==> src/rtl/vga_timing_gen.sv <==
// VGA raster timing: pixel-rate divider, horizontal/vertical counters, syncs and
// line/frame pulses. Run-time timing fields are shadowed and only adopted at a frame wrap.
module vga_timing_gen #(
    parameter int REZ_MAX_WIDTH = 11,
    parameter int CLK_DIV       = 4,
    parameter bit SYNC_POL      = 1'b0,
    parameter int DEF_H_ACTIVE  = 640,
    parameter int DEF_H_FRONT   = 16,
    parameter int DEF_H_SYNC    = 96,
    parameter int DEF_H_BACK    = 48,
    parameter int DEF_V_ACTIVE  = 480,
    parameter int DEF_V_FRONT   = 10,
    parameter int DEF_V_SYNC    = 2,
    parameter int DEF_V_BACK    = 33
) (
    input  logic                     Clk,
    input  logic                     Rst_n,
    input  logic                     En,
    input  logic [REZ_MAX_WIDTH-1:0] H_active,
    input  logic [REZ_MAX_WIDTH-1:0] H_front,
    input  logic [REZ_MAX_WIDTH-1:0] H_sync,
    input  logic [REZ_MAX_WIDTH-1:0] H_back,
    input  logic [REZ_MAX_WIDTH-1:0] V_active,
    input  logic [REZ_MAX_WIDTH-1:0] V_front,
    input  logic [REZ_MAX_WIDTH-1:0] V_sync,
    input  logic [REZ_MAX_WIDTH-1:0] V_back,
    output logic [REZ_MAX_WIDTH-1:0] Count_h,
    output logic [REZ_MAX_WIDTH-1:0] Count_v,
    output logic                     Hsync,
    output logic                     Vsync,
    output logic                     Pixel_tick,
    output logic                     Line_start,
    output logic                     Frame_start
);

    localparam int DIV_W = (CLK_DIV > 1) ? $clog2(CLK_DIV) : 1;
    localparam int TW    = REZ_MAX_WIDTH + 2;
    localparam logic [DIV_W-1:0] DIV_LAST  = DIV_W'(CLK_DIV - 1);
    localparam logic [TW-1:0]    TOTAL_MAX = TW'((1 << REZ_MAX_WIDTH) - 1);

    typedef logic [REZ_MAX_WIDTH-1:0] field_t;
    typedef struct packed {
        field_t h_active;
        field_t h_front;
        field_t h_sync;
        field_t h_back;
        field_t v_active;
        field_t v_front;
        field_t v_sync;
        field_t v_back;
    } timing_t;

    localparam timing_t TIMING_DEF = '{
        h_active: field_t'(DEF_H_ACTIVE), h_front: field_t'(DEF_H_FRONT),
        h_sync:   field_t'(DEF_H_SYNC),   h_back:  field_t'(DEF_H_BACK),
        v_active: field_t'(DEF_V_ACTIVE), v_front: field_t'(DEF_V_FRONT),
        v_sync:   field_t'(DEF_V_SYNC),   v_back:  field_t'(DEF_V_BACK)
    };

    function automatic logic [TW-1:0] total4(input field_t a, input field_t b,
                                             input field_t c, input field_t d);
        return TW'(a) + TW'(b) + TW'(c) + TW'(d);
    endfunction

    // Sync window is [active+front, active+front+width-1]; width 0 gives an empty window.
    function automatic logic in_sync(input field_t cnt, input field_t act,
                                     input field_t fr, input field_t wid);
        logic [TW-1:0] lo_s;
        lo_s = TW'(act) + TW'(fr);
        return (TW'(cnt) >= lo_s) && (TW'(cnt) < lo_s + TW'(wid));
    endfunction

    logic [DIV_W-1:0] div_r, div_nxt_s;
    logic             adv_s;
    timing_t          shadow_r, shadow_nxt_s, cfg_s;
    logic             cfg_ok_s;
    logic [TW-1:0]    h_total_s, v_total_s;
    logic             h_last_s, v_last_s;
    field_t           count_h_r, count_v_r, count_h_nxt_s, count_v_nxt_s;
    logic             line_nxt_s, frame_nxt_s;
    logic             hsync_r, vsync_r, hsync_nxt_s, vsync_nxt_s;
    logic             pixel_tick_r, line_start_r, frame_start_r;

    assign cfg_s = '{
        h_active: H_active, h_front: H_front, h_sync: H_sync, h_back: H_back,
        v_active: V_active, v_front: V_front, v_sync: V_sync, v_back: V_back
    };
    assign cfg_ok_s = (H_active != '0) && (V_active != '0) &&
                      (total4(H_active, H_front, H_sync, H_back) <= TOTAL_MAX) &&
                      (total4(V_active, V_front, V_sync, V_back) <= TOTAL_MAX);

    assign h_total_s = total4(shadow_r.h_active, shadow_r.h_front, shadow_r.h_sync, shadow_r.h_back);
    assign v_total_s = total4(shadow_r.v_active, shadow_r.v_front, shadow_r.v_sync, shadow_r.v_back);
    assign h_last_s  = (TW'(count_h_r) == h_total_s - TW'(1));
    assign v_last_s  = (TW'(count_v_r) == v_total_s - TW'(1));

    // Divider phase; the counters advance on the edge where the divider reaches its last phase.
    always_comb begin
        div_nxt_s = '0;
        adv_s     = 1'b0;
        if (En) begin
            if (div_r == DIV_LAST) begin
                div_nxt_s = '0;
            end else begin
                div_nxt_s = div_r + DIV_W'(1);
            end
            adv_s = (div_nxt_s == DIV_LAST);
        end else begin
            div_nxt_s = '0;
            adv_s     = 1'b0;
        end
    end

    // Next raster position, pulses and shadow reload at the frame wrap.
    always_comb begin
        count_h_nxt_s = count_h_r;
        count_v_nxt_s = count_v_r;
        shadow_nxt_s  = shadow_r;
        line_nxt_s    = 1'b0;
        frame_nxt_s   = 1'b0;
        if (adv_s) begin
            if (h_last_s) begin
                count_h_nxt_s = '0;
                line_nxt_s    = 1'b1;
                if (v_last_s) begin
                    count_v_nxt_s = '0;
                    frame_nxt_s   = 1'b1;
                    if (cfg_ok_s) begin
                        shadow_nxt_s = cfg_s;
                    end else begin
                        shadow_nxt_s = shadow_r;
                    end
                end else begin
                    count_v_nxt_s = count_v_r + field_t'(1);
                end
            end else begin
                count_h_nxt_s = count_h_r + field_t'(1);
            end
        end else begin
            count_h_nxt_s = count_h_r;
        end
    end

    // Syncs follow the next counter values so they leave the registers together.
    always_comb begin
        hsync_nxt_s = in_sync(count_h_nxt_s, shadow_nxt_s.h_active, shadow_nxt_s.h_front,
                              shadow_nxt_s.h_sync) ~^ SYNC_POL;
        vsync_nxt_s = in_sync(count_v_nxt_s, shadow_nxt_s.v_active, shadow_nxt_s.v_front,
                              shadow_nxt_s.v_sync) ~^ SYNC_POL;
    end

    // State and output registers.
    always_ff @(posedge Clk or negedge Rst_n) begin
        if (!Rst_n) begin
            div_r         <= '0;
            shadow_r      <= TIMING_DEF;
            count_h_r     <= '0;
            count_v_r     <= '0;
            hsync_r       <= ~SYNC_POL;
            vsync_r       <= ~SYNC_POL;
            pixel_tick_r  <= 1'b0;
            line_start_r  <= 1'b0;
            frame_start_r <= 1'b0;
        end else begin
            div_r         <= div_nxt_s;
            shadow_r      <= shadow_nxt_s;
            count_h_r     <= count_h_nxt_s;
            count_v_r     <= count_v_nxt_s;
            hsync_r       <= hsync_nxt_s;
            vsync_r       <= vsync_nxt_s;
            pixel_tick_r  <= adv_s;
            line_start_r  <= line_nxt_s;
            frame_start_r <= frame_nxt_s;
        end
    end

    assign Count_h     = count_h_r;
    assign Count_v     = count_v_r;
    assign Hsync       = hsync_r;
    assign Vsync       = vsync_r;
    assign Pixel_tick  = pixel_tick_r;
    assign Line_start  = line_start_r;
    assign Frame_start = frame_start_r;

endmodule

==> config.mk <==
export PLATFORM = sky130hd
export DESIGN_NAME = vga_timing_gen
export DESIGN_NICKNAME = d
export VERILOG_FILES = /design/src/rtl/vga_timing_gen.sv
export SDC_FILE = /design/constraint.sdc
export NUM_CORES = 1
export LEC_CHECK = 0
export BUFFER_PORTS_ARGS = -buffer_cell sky130_fd_sc_hd__buf_2
export CAP_MARGIN = 20
export CORE_MARGIN = 2
export CORE_UTILIZATION = 25
export DETAILED_ROUTE_END_ITERATION = 12
export HOLD_SLACK_MARGIN = 0.15
export SLEW_MARGIN = 25
export SYNTH_ARGS = -nofsm -noshare
export SYNTH_HDL_FRONTEND = slang
export SYNTH_SLANG_ARGS = --single-unit
export TNS_END_PERCENT = 30
==> constraint.sdc <==
create_clock -name Clk -period 10.7 [get_ports Clk]
set_input_delay 2.14 -clock Clk [delete_from_list [all_inputs] [get_ports Clk]]
set_output_delay 2.14 -clock Clk [all_outputs]
set_load 0.01 [all_outputs]
**Yosys cells after proc, flatten, opt, wreduce, memory -nomap -nowiden**

Index checks and enable logic that the tools add are counted.

- Output and inout bits: 27
- Bits in registers: 117
- Input port bits: 91

- Reductions and logical operators: 8
- Bitwise operators: 2
- $lt $le $gt $ge: 6
- Add/sub/neg operators: 21
- Mux-type cells: 18
- Eq/ne operators: 4

Operators by type and width:

| operator | count |
|---|---|
| $mux W88 | 4 |
| $add A12 B11 Y13 | 6 |
| $add A11 B11 Y12 | 6 |
| $mux W11 | 5 |
| $add A13 B11 Y13 | 4 |
| $eq A11 B13 Y1 | 2 |
| $le A13 B11 Y1 const B | 2 |
| $lt A11 B13 Y1 | 2 |
| $sub A13 B1 Y13 const B | 2 |
| $ge A11 B12 Y1 | 2 |
| $add A11 B1 Y11 const B | 2 |
| $reduce_bool A11 Y1 | 2 |
| $mux W1 | 6 |
| $mux W2 | 3 |
| $logic_and A1 B1 Y1 | 5 |
| $eq A2 B2 Y1 const B | 2 |
| $reduce_and A4 Y1 | 1 |
| $add A2 B1 Y2 const B | 1 |
| $not A1 Y1 | 2 |

**Logic depth before layout (Yosys ltp)**

Gate-level depths: netlist of run 1.

- Word-level depth: 15
- Mapped depth: 41
- Depth with buffers taken out: 39

**Worst setup path before layout of run 1**

Ideal clock, no wire load.

- Path type: input port to flip-flop
- From: input port V_active[1]
- To: register vsync_r (netlist: Vsync)
- Required time: 10.607 ns
- Slack: 1.542 ns
- Setup time: 0.093 ns
- Buffers on the path: 2
- Cell stages on the path: 38
- Data arrival time: 9.064 ns
- Cells stage by stage: inv_1 fa_1 fa_1 inv_1 ha_1 inv_1 fa_1 nor2b_1 o21a_1 o21a_1 o21a_1 o21ai_0 nor4b_1 a2bb2oi_1 nand4bb_1 buf_2 buf_6 mux2_4 (+2 left out) a21o_1 a21oi_1 xnor2_1 ha_1 a21boi_0 o21ai_0 a21oi_1 o21a_1 o21a_1 or2_2 ha_1 nor2b_1 o21ai_0 nand2b_1 a21oi_1 o21ai_0 a2111oi_0 a21oi_1

RTL lines:

| what | RTL line | text |
|---|---|---|
| start: declaration | 23 | `input logic [REZ_MAX_WIDTH-1:0] V_active,` |
| end signal: assignment | 160 | `vsync_r <= ~SYNC_POL;` |
| end signal: assignment | 170 | `vsync_r <= vsync_nxt_s;` |
| end: declaration | 81 | `logic hsync_r, vsync_r, hsync_nxt_s, vsync_nxt_s;` |

==> run_results.csv, run 1 <==
group,metric,value,unit
run_status,status,"complete, no violations",
sta,setup_violations,0,
sta,post-route-min-period,9720,ps
setup_path,cp_num_buf_inv,4,
sta,setup_ws,975,ps
grt,grt_max_degree,68,
yosys,synth-edff-count,0,
grt,grt_use_met1,20.4,%
routing,drtPass1Iterations,5,
sta,tns,0,ps
cts,postCtsSetupRepairBufs,0,
setup_path,crit_family,"compound AO/OA/AOI/OAI gates",
routing,ant_nets,0,
grt,busiest_layer,"met2",
cts,cts_tree,"done",
layout,drive_gt1_share,16.4,%
grt,use_met2,21.2,%
placed_design,placement.io_buffers,117,
min_path,holdPathStages,1,
routing,via_per_inst,4.57,
power_and_ir_drop,internal-power,0.932,mW
sta,rsz0062_at_grt,"no",
grt,use_met3,3.39,%
sta,fmax,0.103,GHz
min_path,min_path_type,"register to register",
floorplan,io_pins,118,
sta,slew_violations,0,
layout,utilization,29.1,%
setup_path,slowest_delay,520,ps
setup_path,path_depth,38,
routing,vias,9186,
routing,wire_per_inst,17.4,µm
placed_design,place_congestion,0.856,
sta,tightest_slew,1040,ps
floorplan,core_area,0.0486,mm²
cts,path_clk_slew,60,ps
cts,clk_latency,440,ps
sta,skew,13.4,ps
setup_path,r2r_cells,41,
setup_path,crit_end,"Vsync",
job,drv_cap,0,
power_and_ir_drop,p_clk_share,44.1,%
yosys,synth_fp_nets,1588,
yosys,seq_area_frac_synth,24.1,%
yosys,synth.avg_cell_area,9.84,µm²
grt,grt_pass1_wl,54600,µm
routing,drc,0,
yosys,ys_types,67,
routing,initialDrtViolationCount,559,
setup_path,r2r-end,"Vsync",
floorplan,die-area,0.0507,mm²
setup_path,path_common_cell,"a21oi_1",
layout,most-common-layout-cells,"264 x inv_1, 164 x ha_1, 116 x buf_2",
placed_design,place_hpwl,29500,µm
setup_path,cp-start-kind,"input pin",
layout,final_nets,1716,
floorplan,die_h,225,µm
layout,layout_commonest_cell,"inv_1",
cts,cts_resized,0,
setup_path,path_max_fanout,13,
placed_design,pre_cts_slack,511,ps
power_and_ir_drop,power_density,93.2,mW/mm²
power_and_ir_drop,pwr-share-comb,20.5,%
setup_path,crit_start,"V_active[3]",
sta,hold_viol_final,0,
grt,gr-total-overflow,0,
layout,area_delta_synth_final,15.7,%
yosys,ys_async_sr_fraction,100,%
power_and_ir_drop,swShare,29.3,%
setup_path,worstSetupPathType,"input pin to register",
floorplan,rows,81,
cts,cts_root_buffer,"clkbuf_16",
setup_path,r2r-start,"shadow_r[12]",
floorplan,fp.dieW,225,µm
setup_path,end_kind,"register",
yosys,syn_area,0.0122,mm²
power_and_ir_drop,seqPwrFrac,35.4,%
sta,relSlewSlack,30.4,%
cts,h-tree-depth,4,
cts,holdBufCountCts,0,
yosys,yosys_most_used_dff,"dfrtp_1",
setup_path,critPathRequiredTime,11040,ps
cts,clockBufferDepth,2,
cts,numCtsBuffers,17,
yosys,ys_warn_count,0,
grt,grtUsageTotal,14.2,%
power_and_ir_drop,irDropWorstVdd,105,µV
yosys,ys_seq_elements,117,
grt,grt_pass1_vias,9482,
setup_path,crit_slowest_cell,"fa_1",
floorplan,initial_core_util,25.1,%
cts,cts.sinks,117,
yosys,postSynthCellCount,1243,
sta,period_share,90.9,%
power_and_ir_drop,p_switching,0.386,mW
routing,routed_wl,35000,µm
power_and_ir_drop,power_leakage,7.76,nW
setup_path,arrival,10070,ps
setup_path,r2r_slack,1160,ps
grt,antenna_found_initial,12,
cell usage after synthesis (all sizes together), types with 2 or more instances:
cell type	n	area, µm²
and2	3	18.8
buf	14	100
nand4	11	68.8
o21bai	14	105
inv	264	991
o2111ai	5	43.8
dfrtp	99	2480
o21ai	41	205
o311a	3	30.0
a211o	2	17.5
nand3	32	160
o31ai	5	37.5
xor2	30	263
nand2b	15	93.8
a22oi	2	15.0
nand2	39	146
nor4b	2	17.5
nand4b	2	17.5
a31oi	4	25.0
a31o	2	17.5
mux2i	45	450
xnor2	40	350
o211ai	3	22.5
a21oi	57	285
dfstp	18	473
ha	164	2050
a21o	30	225
a2111oi	3	38.8
o21a	18	135
or3	5	31.3
a211oi	4	30.0
nor3	17	85.1
and4	4	35.0
nor4	8	56.3
nor2b	20	125
o41a	2	22.5
nor3b	2	15.0
nor2	39	146
a21boi	4	30.0
and3	9	56.3
or2	6	37.5
mux2	47	706
fa	90	1800
kinds of logic after synthesis:
kind of cell / count (synthesis) / share of synthesized area, %
flip-flops: 117 / 24.1
buffers and inverters: 280 / 8.98
XOR/XNOR: 70 / 5.01
multiplexers: 92 / 9.45
AO/OA/AOI/OAI: 209 / 11.3
AND/OR/NAND/NOR: 221 / 9.61
adder cells (fa/ha/maj): 254 / 31.5
layer usage:
metal / routed length [µm] / up-vias
met5: 102 / -
met4: 670 / 16
met3: 2230 / 51
met2: 14900 / 252
met1: 17100 / 4454
li1: - / 4413
how the worst min path moves through the flow:
stage | startpoint | endpoint
2_1_floorplan | div_r[0] | div_r[0]
3_3_place_gp | div_r[0] | div_r[0]
3_5_place_dp | div_r[0] | div_r[0]
4_1_cts | div_r[0] | div_r[0]
5_1_grt | div_r[0] | div_r[0]
6_report | div_r[0] | div_r[0]
power groups by stage:
stage / clock (mW) / combinational [mW] / sequential, mW
after floorplan: 0 / 0.158 / 0.472
after global placement: 0 / 0.267 / 0.473
after detailed placement: 0 / 0.271 / 0.473
after CTS: 0.591 / 0.273 / 0.466
after global routing: 0.613 / 0.308 / 0.467
final: 0.581 / 0.270 / 0.466
sequential cells by signal, summed over array words and instances, names as in the netlist:
register / flops
Count_v: 11
div_r: 2
Hsync: 1
Frame_start: 1
Vsync: 1
shadow_r: 88
Line_start: 1
Pixel_tick: 1
Count_h: 11
metrics by stage:
step	cell area (µm²)	cells	power, mW	hold WS (ps)
floorplan	12200	1243	0.630	434
global placement	13600	1974	0.740	446
detailed placement	13600	1974	0.744	466
CTS	14100	2005	1.33	474
global route	14100	2006	1.39	491
finish	14100	2008	1.32	470
layout make-up:
cell class | count | area, µm²
well taps | 622 | 778
inverters | 265 | 995
flip-flops and latches | 117 | 2950
multi-input cells | 846 | 8200
fillers | 5119 | 34500
diodes | 3 | 7.51
repair buffers | 124 | 644
clock inverters | 4 | 70.1
clock buffers | 27 | 503
No activity file was read; power rests on OpenSTA's default activity.
==> inputs of run 2 (changes only) <==
Clock period 10.7 ns to 11.2 ns, I/O delays scaled along.
==> run_results.csv, run 2 (synthesized netlist as in run 1, its figures left out) <==
group,metric,value,unit
setup_path,critPathRequiredTime,11550,ps
setup_path,r2r-start,"shadow_r[12]",
power_and_ir_drop,internal-power,0.891,mW
setup_path,cp-start-kind,"input pin",
sta,tns,0,ps
routing,vias,8988,
floorplan,initial_core_util,25.1,%
layout,utilization,29.1,%
sta,setup_violations,0,
routing,drtPass1Iterations,5,
sta,fmax,0.101,GHz
layout,most-common-layout-cells,"264 x inv_1, 164 x ha_1, 116 x buf_2",
power_and_ir_drop,power_leakage,7.74,nW
sta,setup_ws,1290,ps
routing,initialDrtViolationCount,528,
layout,regMostFlops,"shadow_r",
placed_design,dp.cells,1970,
layout,final_nets,1712,
placed_design,place_hpwl,28800,µm
sta,rsz0062_at_grt,"no",
setup_path,crit_slowest_cell,"fa_1",
power_and_ir_drop,irDropWorstVdd,106,µV
grt,grt_use_met1,19.7,%
routing,wire_per_inst,17.1,µm
layout,drive_gt1_share,16.6,%
floorplan,io_pins,118,
grt,busiest_layer,"met2",
power_and_ir_drop,seqPwrFrac,34.8,%
placed_design,pre_cts_slack,902,ps
min_path,min_path_type,"register to register",
cts,cts_resized,0,
layout,layout.cells.non_filler,2007,
setup_path,end_kind,"register",
cts,cts_tree,"done",
setup_path,r2r-end,"Hsync",
setup_path,path_max_fanout,80,
sta,slew_violations,0,
setup_path,crit_start,"V_active[1]",
setup_path,r2r_cells,37,
floorplan,rows,81,
power_and_ir_drop,p_switching,0.385,mW
min_path,hold_start,"div_r[0]",
run_status,status,"complete, no violations",
setup_path,arrival,10260,ps
grt,antenna_found_initial,15,
grt,grtUsageTotal,13.9,%
cts,cts_root_buffer,"clkbuf_16",
cts,postCtsSetupRepairBufs,0,
grt,grt_pass1_wl,53300,µm
sta,period_share,88.5,%
sta,relSlewSlack,28.1,%
job,drv_cap,0,
cts,cts.sinks,117,
layout,layout_commonest_cell,"inv_1",
layout,area_delta_synth_final,15.8,%
floorplan,die_h,225,µm
cts,path_clk_slew,60,ps
grt,gr-total-overflow,0,
routing,ant_nets,0,
cts,numCtsBuffers,17,
cts,holdBufCountCts,0,
sta,hold_viol_final,0,
placed_design,placement.io_buffers,117,
grt,use_met2,20.0,%
grt,grt_pass1_vias,9380,
power_and_ir_drop,swShare,30.2,%
grt,use_met3,3.42,%
power_and_ir_drop,pwr-share-comb,19.9,%
routing,via_per_inst,4.48,
power_and_ir_drop,p_clk_share,45.2,%
setup_path,path_common_cell,"o21a_1",
setup_path,r2r_slack,1690,ps
sta,skew,13.9,ps
sta,tightest_slew,1070,ps
routing,routed_wl,34400,µm
floorplan,fp.dieW,225,µm
cts,h-tree-depth,4,
min_path,holdPathStages,1,
cts,clockBufferDepth,2,
min_path,min_to,"div_r[0]",
setup_path,slowest_delay,560,ps
floorplan,die-area,0.0507,mm²
sta,post-route-min-period,9910,ps
setup_path,worstSetupPathType,"input pin to register",
placed_design,place_congestion,0.874,
grt,grt_max_degree,81,
routing,drc,0,
floorplan,core_area,0.0486,mm²
layout,largest_register_ff_count,88,
cts,clk_latency,430,ps
power_and_ir_drop,power_density,90.1,mW/mm²
==> run 2: area by class of cell <==
cell class,instances,area [µm²]
clock inverter,14,176
fill,5094,34500
inverter,265,995
antenna,5,12.5
sequential,117,2950
clock buffer,18,429
tap,622,778
timing repair buffer,120,623
multi-input combinational,846,8200
==> run 2: power by group through the flow <==
stage / Sequential (mW) / Clock, mW / Combinational [mW]
floorplan: 0.451 / 0 / 0.151
global placement: 0.452 / 0 / 0.251
detailed placement: 0.452 / 0 / 0.254
CTS: 0.445 / 0.589 / 0.256
global route: 0.446 / 0.608 / 0.289
finish: 0.444 / 0.577 / 0.254
==> run 2: how the worst max path moves through the flow <==
stage          endpoint  slack [ps]  depth (start not counted)
3_3_place_gp      Hsync        1140                         36
2_1_floorplan     Vsync        1940                         38
6_report          Hsync        1290                         36
5_1_grt           Hsync         630                         36
3_5_place_dp      Hsync         900                         36
4_1_cts           Hsync        1310                         36
==> run 2: worst max-delay path: cells and delay by family <==
kind / cells / cell delay, ps
compound gates: 15 / 2360
xor+xnor: 1 / 240
fa+ha+maj: 8 / 2760
buf+inv: 5 / 660
mux: 1 / 370
simple gates: 6 / 1590
==> run 2: stage by stage <==
stage / hold slack [ps] / power (mW) / cell area [µm²]
2_1_floorplan: 434 / 0.602 / 12200
3_3_place_gp: 446 / 0.703 / 13500
3_5_place_dp: 465 / 0.706 / 13500
4_1_cts: 473 / 1.29 / 14100
5_1_grt: 496 / 1.34 / 14200
6_report: 467 / 1.28 / 14200
==> run 2: per-layer routing <==
layer,routed length [µm],up-vias
li1,-,4407
met1,17100,4276
met2,14100,217
met3,1870,68
met4,1160,20
met5,131,-
==> inputs of run 3 (changes only) <==
Settings changed: CTS_BUF_LIST set to sky130_fd_sc_hd__clkbuf_4.
==> run_results.csv, run 3 (synthesized netlist as in run 1, its figures left out) <==
group,metric,value,unit
run_status,status,"complete, no violations",
layout,drive_gt1_share,16.7,%
sta,slew_violations,0,
sta,rsz0062_at_grt,"no",
cts,cts.sinks,117,
routing,routed_wl,34300,µm
sta,relSlewSlack,32.4,%
power_and_ir_drop,irDropWorstVdd,48.6,µV
layout,regMostFlops,"shadow_r",
setup_path,end_kind,"register",
setup_path,path_max_fanout,80,
sta,tns,0,ps
routing,ant_nets,0,
placed_design,dp.cells,1970,
power_and_ir_drop,power_density,76.1,mW/mm²
layout,largest_register_ff_count,88,
cts,clk_latency,570,ps
setup_path,worstSetupPathType,"input pin to register",
placed_design,placement.io_buffers,117,
sta,setup_violations,0,
min_path,hold_start,"div_r[0]",
cts,path_clk_slew,110,ps
layout,area_delta_synth_final,13.4,%
cts,cts_root_buffer,"clkbuf_4",
sta,period_share,87.1,%
grt,grt_pass1_vias,9398,
sta,tightest_slew,1010,ps
setup_path,crit_slowest_cell,"fa_1",
routing,via_per_inst,4.47,
grt,grtUsageTotal,13.8,%
placed_design,place_hpwl,28800,µm
job,drv_cap,0,
min_path,min_to,"div_r[0]",
cts,numCtsBuffers,17,
floorplan,die_h,225,µm
layout,layout.cells.non_filler,2008,
routing,initialDrtViolationCount,482,
routing,drc,0,
layout,final_nets,1712,
setup_path,arrival,10250,ps
sta,post-route-min-period,9750,ps
cts,cts_tree,"done",
setup_path,r2r-start,"shadow_r[12]",
grt,gr-total-overflow,0,
floorplan,core_area,0.0486,mm²
sta,hold_viol_final,0,
power_and_ir_drop,power_leakage,7.62,nW
grt,grt_max_degree,81,
placed_design,place_congestion,0.874,
setup_path,r2r_slack,1650,ps
setup_path,r2r-end,"Hsync",
grt,antenna_found_initial,16,
cts,h-tree-depth,4,
setup_path,cp-start-kind,"input pin",
setup_path,path_common_cell,"o21a_1",
power_and_ir_drop,p_total,1.06,mW
floorplan,io_pins,118,
setup_path,critPathRequiredTime,11690,ps
setup_path,slowest_delay,560,ps
sta,skew,34.8,ps
cts,postCtsSetupRepairBufs,0,
cts,cts_resized,0,
cts,clockBufferDepth,2,
layout,utilization,28.5,%
cts,holdBufCountCts,0,
sta,fmax,0.103,GHz
floorplan,initial_core_util,25.1,%
layout,most-common-layout-cells,"264 x inv_1, 164 x ha_1, 116 x buf_2",
setup_path,r2r_cells,37,
min_path,holdPathStages,1,
routing,drtPass1Iterations,5,
floorplan,fp.dieW,225,µm
layout,layout_commonest_cell,"inv_1",
min_path,min_path_type,"register to register",
routing,wire_per_inst,17.1,µm
grt,grt_pass1_wl,53400,µm
routing,vias,8975,
floorplan,rows,81,
floorplan,die-area,0.0507,mm²
-- run 3: cell types whose count changed in the layout (fill, tap and decap cells not counted) --
cell,delta
clkbuf_16,-17
clkbuf_4,+18
clkbuf_1,-1
diode_2,+1
-- run 3: layout make-up --
class,instances,area [µm²]
diodes,6,15.0
clock buffers,18,135
clock inverters,14,176
fillers,5147,34800
inverters,265,995
multi-input cells,846,8200
flip-flops and latches,117,2950
well taps,622,778
repair buffers,120,623
-- run 3: critical path: cells and delay by family --
family | cells | cell delay [ps]
muxes | 1 | 380
buffers and inverters | 5 | 650
adders and majority gates | 8 | 2760
and+or+nand+nor | 6 | 1570
xor gates and xnor gates | 1 | 240
AOI/OAI and AO/OA | 15 | 2340
-- run 3: worst max path at each step --
stage	from	endpoint	slack, ps
detailed placement	H_active[1]	Hsync	900
global route	H_active[1]	Hsync	790
floorplan	V_active[1]	Vsync	1940
CTS	H_active[1]	Hsync	1480
global placement	H_active[1]	Hsync	1140
finish	V_active[1]	Hsync	1450
-- run 3: layer usage --
layer	vias to the layer above	GRT usage [%]	share of wire [%]
met5	-	0	0.38
met4	20	4.32	2.2
met3	53	3.10	4.9
met2	198	20.4	42
met1	4297	19.9	50
li1	4407	-	-
-- run 3: stage by stage --
| stage | setup slack, ps | instance area (µm²) | hold slack (ps) |
|---|---|---|---|
| floorplan | 1940 | 12200 | 434 |
| global placement | 1140 | 13500 | 446 |
| CTS | 1480 | 13900 | 481 |
| detailed placement | 902 | 13500 | 465 |
| finish | 1450 | 13900 | 478 |
| global route | 794 | 13900 | 505 |
-- run 3: power breakdown --
| part | internal [mW] | switching (mW) | leakage (nW) | total, mW |
|---|---|---|---|---|
| clock network | 0.159 | 0.199 | 0.152 | 0.358 |
| logic | 0.108 | 0.146 | 6.08 | 0.254 |
| registers | 0.431 | 0.0127 | 1.39 | 0.444 |
| total | 0.698 | 0.357 | 7.62 | 1.06 |
